$ cat src/rtl/shift_add_multiplier.sv
// shift_add_multiplier: sequential unsigned NxN multiplier using shift-and-add around a ripple-carry adder
module adderNbit #(
  parameter int N = 4
) (
  input  logic [N-1:0] operand_a,
  input  logic [N-1:0] operand_b,
  input  logic         carry_in,
  output logic [N-1:0] result,
  output logic         carry_out
);
  logic [N:0] c;
  assign c[0] = carry_in;
  for (genvar i = 0; i < N; i++) begin : g_fa
    assign result[i] = operand_a[i] ^ operand_b[i] ^ c[i];
    assign c[i+1]    = (operand_a[i] & operand_b[i]) | (c[i] & (operand_a[i] ^ operand_b[i]));
  end
  assign carry_out = c[N];
endmodule

module shift_add_multiplier #(
  parameter int N = 4
) (
  input  logic           clk,
  input  logic           rst_n,
  input  logic           start,
  input  logic [N-1:0]   multiplicand,
  input  logic [N-1:0]   multiplier,
  output logic           busy,
  output logic           done,
  output logic [2*N-1:0] product
);
  localparam int CW = $clog2(N + 1);
  typedef enum logic [1:0] {IDLE, CALC, DONE} state_t;
  state_t state, state_next;
  logic [N-1:0] a_reg, b_reg, acc_hi, acc_lo, sum;
  logic [CW-1:0] count;
  logic carry;
  logic last;
  logic [2*N-1:0] shifted;
  logic unused_lsb;
  adderNbit #(.N(N)) u_add (
    .operand_a(acc_hi),
    .operand_b(b_reg[0] ? a_reg : '0),
    .carry_in (1'b0),
    .result   (sum),
    .carry_out(carry)
  );
  // The adder's carry enters the accumulator MSB, so no product bit is lost; the shifted-out LSB is discarded.
  assign shifted    = {carry, sum, acc_lo[N-1:1]};
  assign unused_lsb = acc_lo[0];
  assign last       = count == CW'(N - 1);
  assign busy       = state == CALC;
  assign done       = state == DONE;
  // State register
  always_ff @(posedge clk)
    state <= !rst_n ? IDLE : state_next;
  // Next-state: IDLE waits for start, CALC runs N iterations, DONE lasts one cycle
  always_comb begin
    state_next = state;
    if (state == IDLE && start) state_next = CALC;
    else if (state == CALC && last) state_next = DONE;
    else if (state == DONE) state_next = IDLE;
  end
  // Datapath: load operands on accepted start, shift-add each CALC cycle, capture product on the last iteration
  always_ff @(posedge clk) begin
    if (!rst_n) begin
      a_reg   <= '0;
      b_reg   <= '0;
      acc_hi  <= '0;
      acc_lo  <= '0;
      count   <= '0;
      product <= '0;
    end else if (state == IDLE && start) begin
      a_reg  <= multiplicand;
      b_reg  <= multiplier;
      acc_hi <= '0;
      acc_lo <= '0;
      count  <= '0;
    end else if (state == CALC) begin
      {acc_hi, acc_lo} <= shifted;
      b_reg            <= b_reg >> 1;
      count            <= count + 1'b1;
      if (last) product <= shifted;
    end
  end
endmodule

$ cat config.mk
export PLATFORM = sky130hd
export DESIGN_NAME = shift_add_multiplier
export DESIGN_NICKNAME = d
export VERILOG_FILES = /design/src/rtl/shift_add_multiplier.sv
export SDC_FILE = /design/constraint.sdc
export NUM_CORES = 1
export LEC_CHECK = 0
export BUFFER_PORTS_ARGS = -buffer_cell sky130_fd_sc_hd__buf_2
export CAP_MARGIN = 20
export CORE_MARGIN = 4
export CORE_UTILIZATION = 30
export CTS_BUF_LIST = sky130_fd_sc_hd__clkbuf_16
export DETAILED_ROUTE_END_ITERATION = 8
export PLACE_DENSITY = 0.6
export SETUP_SLACK_MARGIN = 0.5
export SLEW_MARGIN = 20
export SYNTH_ARGS = -nofsm -noshare
export SYNTH_HDL_FRONTEND = slang
export SYNTH_SLANG_ARGS = --single-unit
$ cat constraint.sdc
create_clock -name clk -period 2.88 [get_ports clk]
set_input_delay 0.144 -clock clk [delete_from_list [all_inputs] [get_ports clk]]
set_output_delay 0.144 -clock clk [all_outputs]
set_load 0.02 [all_outputs]
# Word level (Yosys, flattened, before mapping)
# Index checks and enable logic that the tools add are counted.
dict set report word_totals {
  ff_bits 29
  input_bits 11
  output_inout_bits 10
  word_cells 45
}
dict set report classes {
  addsub 1
  n_eq_ne 3
  mux 6
  bitwise 19
  reduce_logical 8
}
# cell count
set op_table {}
lappend op_table {{$mux 4} 3}
lappend op_table {{$and 1x1->1} 7}
lappend op_table {{$xor 1x1->1} 7}
lappend op_table {{$mux 2} 2}
lappend op_table {{$reduce_bool 2->1} 2}
lappend op_table {{$add 3x1->3 const B} 1}
lappend op_table {{$eq 3x2->1 const B} 1}
lappend op_table {{$or 1x1->1} 3}
lappend op_table {{$reduce_and 3->1} 1}
lappend op_table {{$reduce_bool 3->1} 1}
lappend op_table {{$eq 2x1->1 const B} 1}
lappend op_table {{$eq 2x2->1 const B} 1}
lappend op_table {{$logic_and 1x1->1} 2}
lappend op_table {{$logic_not 2->1} 1}
lappend op_table {{$not 1->1} 2}
lappend op_table {{$reduce_or 2->1} 1}
lappend op_table {{$mux 1} 1}

# Logic depth before layout (Yosys ltp)
dict set report logic_depth {
  ltp_word 8
  ltp_mapped 9
  mapped_depth_nobuf 9
}

# Hierarchy
# A second synthesis with hierarchy kept.
dict set report hier_totals {
  hier_cells 140
  area_unflattened_um2 1238.7
}
# mod instances cells_per_inst area_each_um2 seq_area_each_um2
set modules_own_cells {}
lappend modules_own_cells {shift_add_multiplier 1 126 1121.1 560.5}
lappend modules_own_cells {adderNbit 1 14 117.6 0.0}

# Worst setup path after synthesis
# No wires, ideal clock.
dict set report synth_timing {
  kind {register to register}
  start {reg b_reg[0]}
  end {reg acc_hi[2]}
  setup_time_ns 0.086
  arrival_time_ns 1.875
  required_ns 2.794
  path_slack_ns 0.919
  path_stages_with_launch 10
  path_buffers 0
  synth_period_minus_slack_ns 1.961
  cell_sequence {dfxtp_1 -> and2_1 -> ha_1 -> inv_1 -> fa_1 -> inv_1 -> fa_1 -> inv_1 -> fa_1 -> a211oi_1}
}
dict set report synth_between {
  elab_chain_len 7
  elab_cells_between_ends 12
  classes_between {mux (1); bitwise (11)}
}
# item line_no
set synth_rtl {}
lappend synth_rtl {{start, declared} 35} ;# logic [N-1:0] a_reg, b_reg, acc_hi, acc_lo, sum;
lappend synth_rtl {{start signal, assigned} 75} ;# b_reg <= multiplier;
lappend synth_rtl {{start signal, assigned} 81} ;# b_reg <= b_reg >> 1;
lappend synth_rtl {{$mux 4 (*)} 43} ;# .operand_b(b_reg[0] ? a_reg : '0),
lappend synth_rtl {{$and 1x1->1 or $xor 1x1->1 (tied branches)} 15} ;# assign c[i+1] = (operand_a[i] & operand_b[i]) | (c[i] & (operand_a[i] ^ operand_b[i]));
lappend synth_rtl {{$and 1x1->1} 15}
lappend synth_rtl {{$or 1x1->1} 15}
lappend synth_rtl {{$and 1x1->1} 15}
lappend synth_rtl {{$or 1x1->1} 15}
lappend synth_rtl {{$xor 1x1->1 (*)} 14} ;# assign result[i] = operand_a[i] ^ operand_b[i] ^ c[i];
lappend synth_rtl {{end signal, assigned} 80} ;# {acc_hi, acc_lo} <= shifted;
lappend synth_rtl {{end, declared} 35}
# Mark *: on every way between the ends. The rest lies on a longest branch, timed or not.
# A chain may end at the register's enable or synchronous reset.

# Final worst setup path
# Same ends and word-level chain as after synthesis.

==> impl_summary.log <==
[metrics] run status: finished clean
[metrics] post-route cell area: around 1400 um^2
[metrics] reported leakage power: roughly 0.56 nW
[metrics] cell at the slowest stage of the critical path: fa_1
[metrics] delay of the slowest critical-path stage: around 420 ps
[metrics] commonest cells after routing, fill and taps aside: nand2_1, dfxtp_1, buf_2, a21oi_1, nor2_1
[metrics] post-cts sizing count: 0
[metrics] nets: about 170
[metrics] cell class contributing the biggest share of worst-path delay: adder cells
[metrics] final RePlAce weighted congestion: slightly below 0.8
[metrics] setup total negative slack: 0 ps
[metrics] number of clock sinks seen by CTS: 28
[metrics] Post-Place Cell Area: 1300 um^2
[metrics] Congestion Overflow GR: 0
[metrics] Crit Path Class: flop to flop
[metrics] met1 Resource Use GR: roughly an eighth
[metrics] WL per Instance: 11.8 um
[metrics] CTS Root Buffer Type: clkbuf_16
[metrics] Placeable Area: roughly 3800 um^2
[metrics] final setup margin: 814 ps
[metrics] Clock Skews: approximately 2.2 ps
[metrics] count of nets left with antenna violations after detail routing: 0
[metrics] M3 GR Usage: 3.79%
[metrics] Setup Slack @ Placement: slightly below 800 ps
[metrics] largest driver fanout on the critical path: 5
[metrics] Global Route met2 Usage: between 15 and 20%
[metrics] total global routing track utilization: approximately a tenth
[metrics] total via count in the routed design: 927
[metrics] chip width: between 70 and 80 um
[metrics] Hold WC Path Type: input pin to flop
[metrics] initial detailed-routing violation count: 53
[metrics] clock period minus worst slack: between 2000 and 2500 ps
[metrics] worst vdd rail ir drop: roughly 0.00022 V
[metrics] number of max-slew violations in the final report: 0
[metrics] clock insertion delay at the later pin of the skew report: 260 ps
[metrics] leading cell type in the layout, fill and taps excluded: nand2_1
[metrics] estimated wirelength of the detail-placed design: around 1.7 mm
[metrics] I/O Pins: 21
[metrics] port bufs: 20
[metrics] max_slew headroom: between 60% and 70%
[metrics] initial cell density of the core: around a third
[metrics] area enclosed by the die boundary: about 5000 um^2
[metrics] depth of the CTS H-tree: 1
[metrics] Hold WS: 111 ps
[metrics] share of the clock period used by the worst path: slightly above 70%
[metrics] Cell Rows: 22
[metrics] Stages on worst setup path: 9
[metrics] total clock buffers created by CTS: 3
[metrics] ant diodes: 0
[metrics] type of destination of the critical path: flop
[metrics] clock input transition at the sequential cells of the worst setup and hold paths: about 70 ps
[metrics] clock tree from TritonCTS: yes
[metrics] Bufs and invs on worst path: 3
[metrics] CP cell instances: and2_1, ha_1, inv_1, fa_1, inv_1, fa_1, inv_1, fa_1, a211oi_1
[metrics] post-synthesis cell area: 1200 um^2
[metrics] first-pass detailed-route iteration total: 4
[metrics] gate count of the mapped netlist: around 140
[metrics] number of flip-flops under the largest register name: 8
[metrics] net count of the mapped netlist: between 150 and 200
[metrics] arrival time reported for the critical path endpoint: 2250 ps
[metrics] aggregate routed wire length: about 2.4 mm
[metrics] Placed Instances: 198
[metrics] via count of the first global-routing pass: 916
[metrics] Achievable Freq: ~480 MHz
[metrics] Worst Path Required: between 3000 and 4000 ps
[metrics] global-route wire length before repair: 4.13 mm
[metrics] Hold Buf Count CTS: 0
[metrics] type of element launching the critical path: flop
[metrics] area growth from synthesis to layout: 14.6%
[metrics] total of warnings raised by yosys: 0
[metrics] number of storage elements in the synthesis netlist: 28
[metrics] Top reg by flops: product
[metrics] Cell Pwr Density: 574 nW/um^2
[metrics] DRC violation count after routing: 0
[metrics] post-CTS repair timing setup buffer count: 0
[metrics] antenna violations before repair: 0
[metrics] final cell count without fillers: between 200 and 250
[metrics] hold path cells: 3
[metrics] setup repair after global routing missed its margin: no
[metrics] buffer levels on the longest clock path: 2
[metrics] count of cell types in the netlist: 26
[metrics] max_cap viols: 0
[metrics] endpoints failing hold: 0
[metrics] GRT Max-Usage Layer: met2
[metrics] final setup violation count: 0
[metrics] length in cells of the worst reg-to-reg path: 9
[metrics] slew at the pin closest to its max-slew limit: 583 ps
[metrics] largest net degree at the start of global routing: 16
[metrics] fraction of final layout cells with drive strength greater than 1: 17.0%
[metrics] Mapped Avg Cell Area: between 8 and 9 um^2
[metrics] Die H: 71.2 um
[metrics] register area share after synthesis: a little under half
[metrics] vias per std cell: about 4.6
-- Yosys cell counts --
library cell | number | area share, %
a211oi_1 | 7 | 4.4
a21oi_1 | 19 | 7.9
a22oi_1 | 1 | 0.63
and2_1 | 2 | 1.0
and3b_1 | 1 | 0.73
buf_4 | 3 | 1.9
buf_6 | 3 | 2.8
clkbuf_1 | 1 | 0.31
dfxtp_1 | 28 | 47
fa_1 | 3 | 5.0
ha_1 | 3 | 3.1
inv_1 | 11 | 3.4
inv_2 | 1 | 0.31
nand2_1 | 30 | 9.4
nand2_4 | 1 | 0.94
nand2b_1 | 1 | 0.52
nand3b_1 | 1 | 0.63
nor2_1 | 12 | 3.8
nor3_1 | 1 | 0.42
nor3b_1 | 1 | 0.63
o211a_1 | 1 | 0.84
o21bai_1 | 1 | 0.63
o221a_2 | 1 | 0.94
o221ai_1 | 2 | 1.5
or3b_1 | 1 | 0.73
xnor2_1 | 1 | 0.73
-- kinds of logic (layout without fill, tap and decap cells) --
kind of cell               count (synthesis)  after routing  share of synthesized area [%]
and+or+nand+nor                           51             51                           18.8
AOI/OAI and AO/OA                         32             32                           16.8
DFF                                       28             28                           46.8
buffers and inverters                     19             35                           8.77
adders and majority gates                  6              6                           8.14
xor gates and xnor gates                   1              1                          0.731
-- power by group --
group | internal (W) | switching [W] | leakage, nW
clock network | 0.000185 | 0.000132 | 0.0370
registers | 0.000401 | 0.0000102 | 0.228
logic | 0.0000237 | 0.0000376 | 0.295
-- worst reg2reg max path, delay by kind of cell (launching register included) --
family	cells	cell delay [ps]
buf+inv	3	180
fa+ha+maj	4	1100
compound gates	1	200
flops	1	340
simple gates	1	170
-- routing by layer --
| layer | wire [um] | up-vias |
|---|---|---|
| li1 | - | 483 |
| met2 | 1020 | 15 |
| met5 | 0 | - |
| met3 | 144 | 5 |
| met4 | 51 | 0 |
| met1 | 1160 | 424 |
-- area by class of cell --
class / count / area, um^2
clock buffers: 3 / 75.1
repair buffers: 20 / 100
well taps: 48 / 60.1
multi-input cells: 90 / 533
fillers: 391 / 2400
flip-flops and latches: 28 / 561
inverters: 12 / 45.0
-- path summary, 6_finish.rpt --
check	from	end	slack (ps)
hold reg to reg	b_reg[2]$_SDFFE_PN0P_	b_reg[2]$_SDFFE_PN0P_	450
hold / removal	multiplicand[2]	a_reg[2]$_SDFFE_PN0P_	110
setup reg to reg	b_reg[0]$_SDFFE_PN0P_	acc_hi[2]$_SDFFE_PP0P_	810
setup / recovery	b_reg[0]$_SDFFE_PN0P_	acc_hi[2]$_SDFFE_PP0P_	810
-- per-stage QoR --
stage / power (W) / utilization, %
detailed placement: 0.000481 / 34.4
global route: 0.000823 / 36.4
finish: 0.000789 / 36.4
global placement: 0.000479 / 34.4
CTS: 0.000795 / 36.4
floorplan: 0.000467 / -
(Power assumes the default switching activity.)
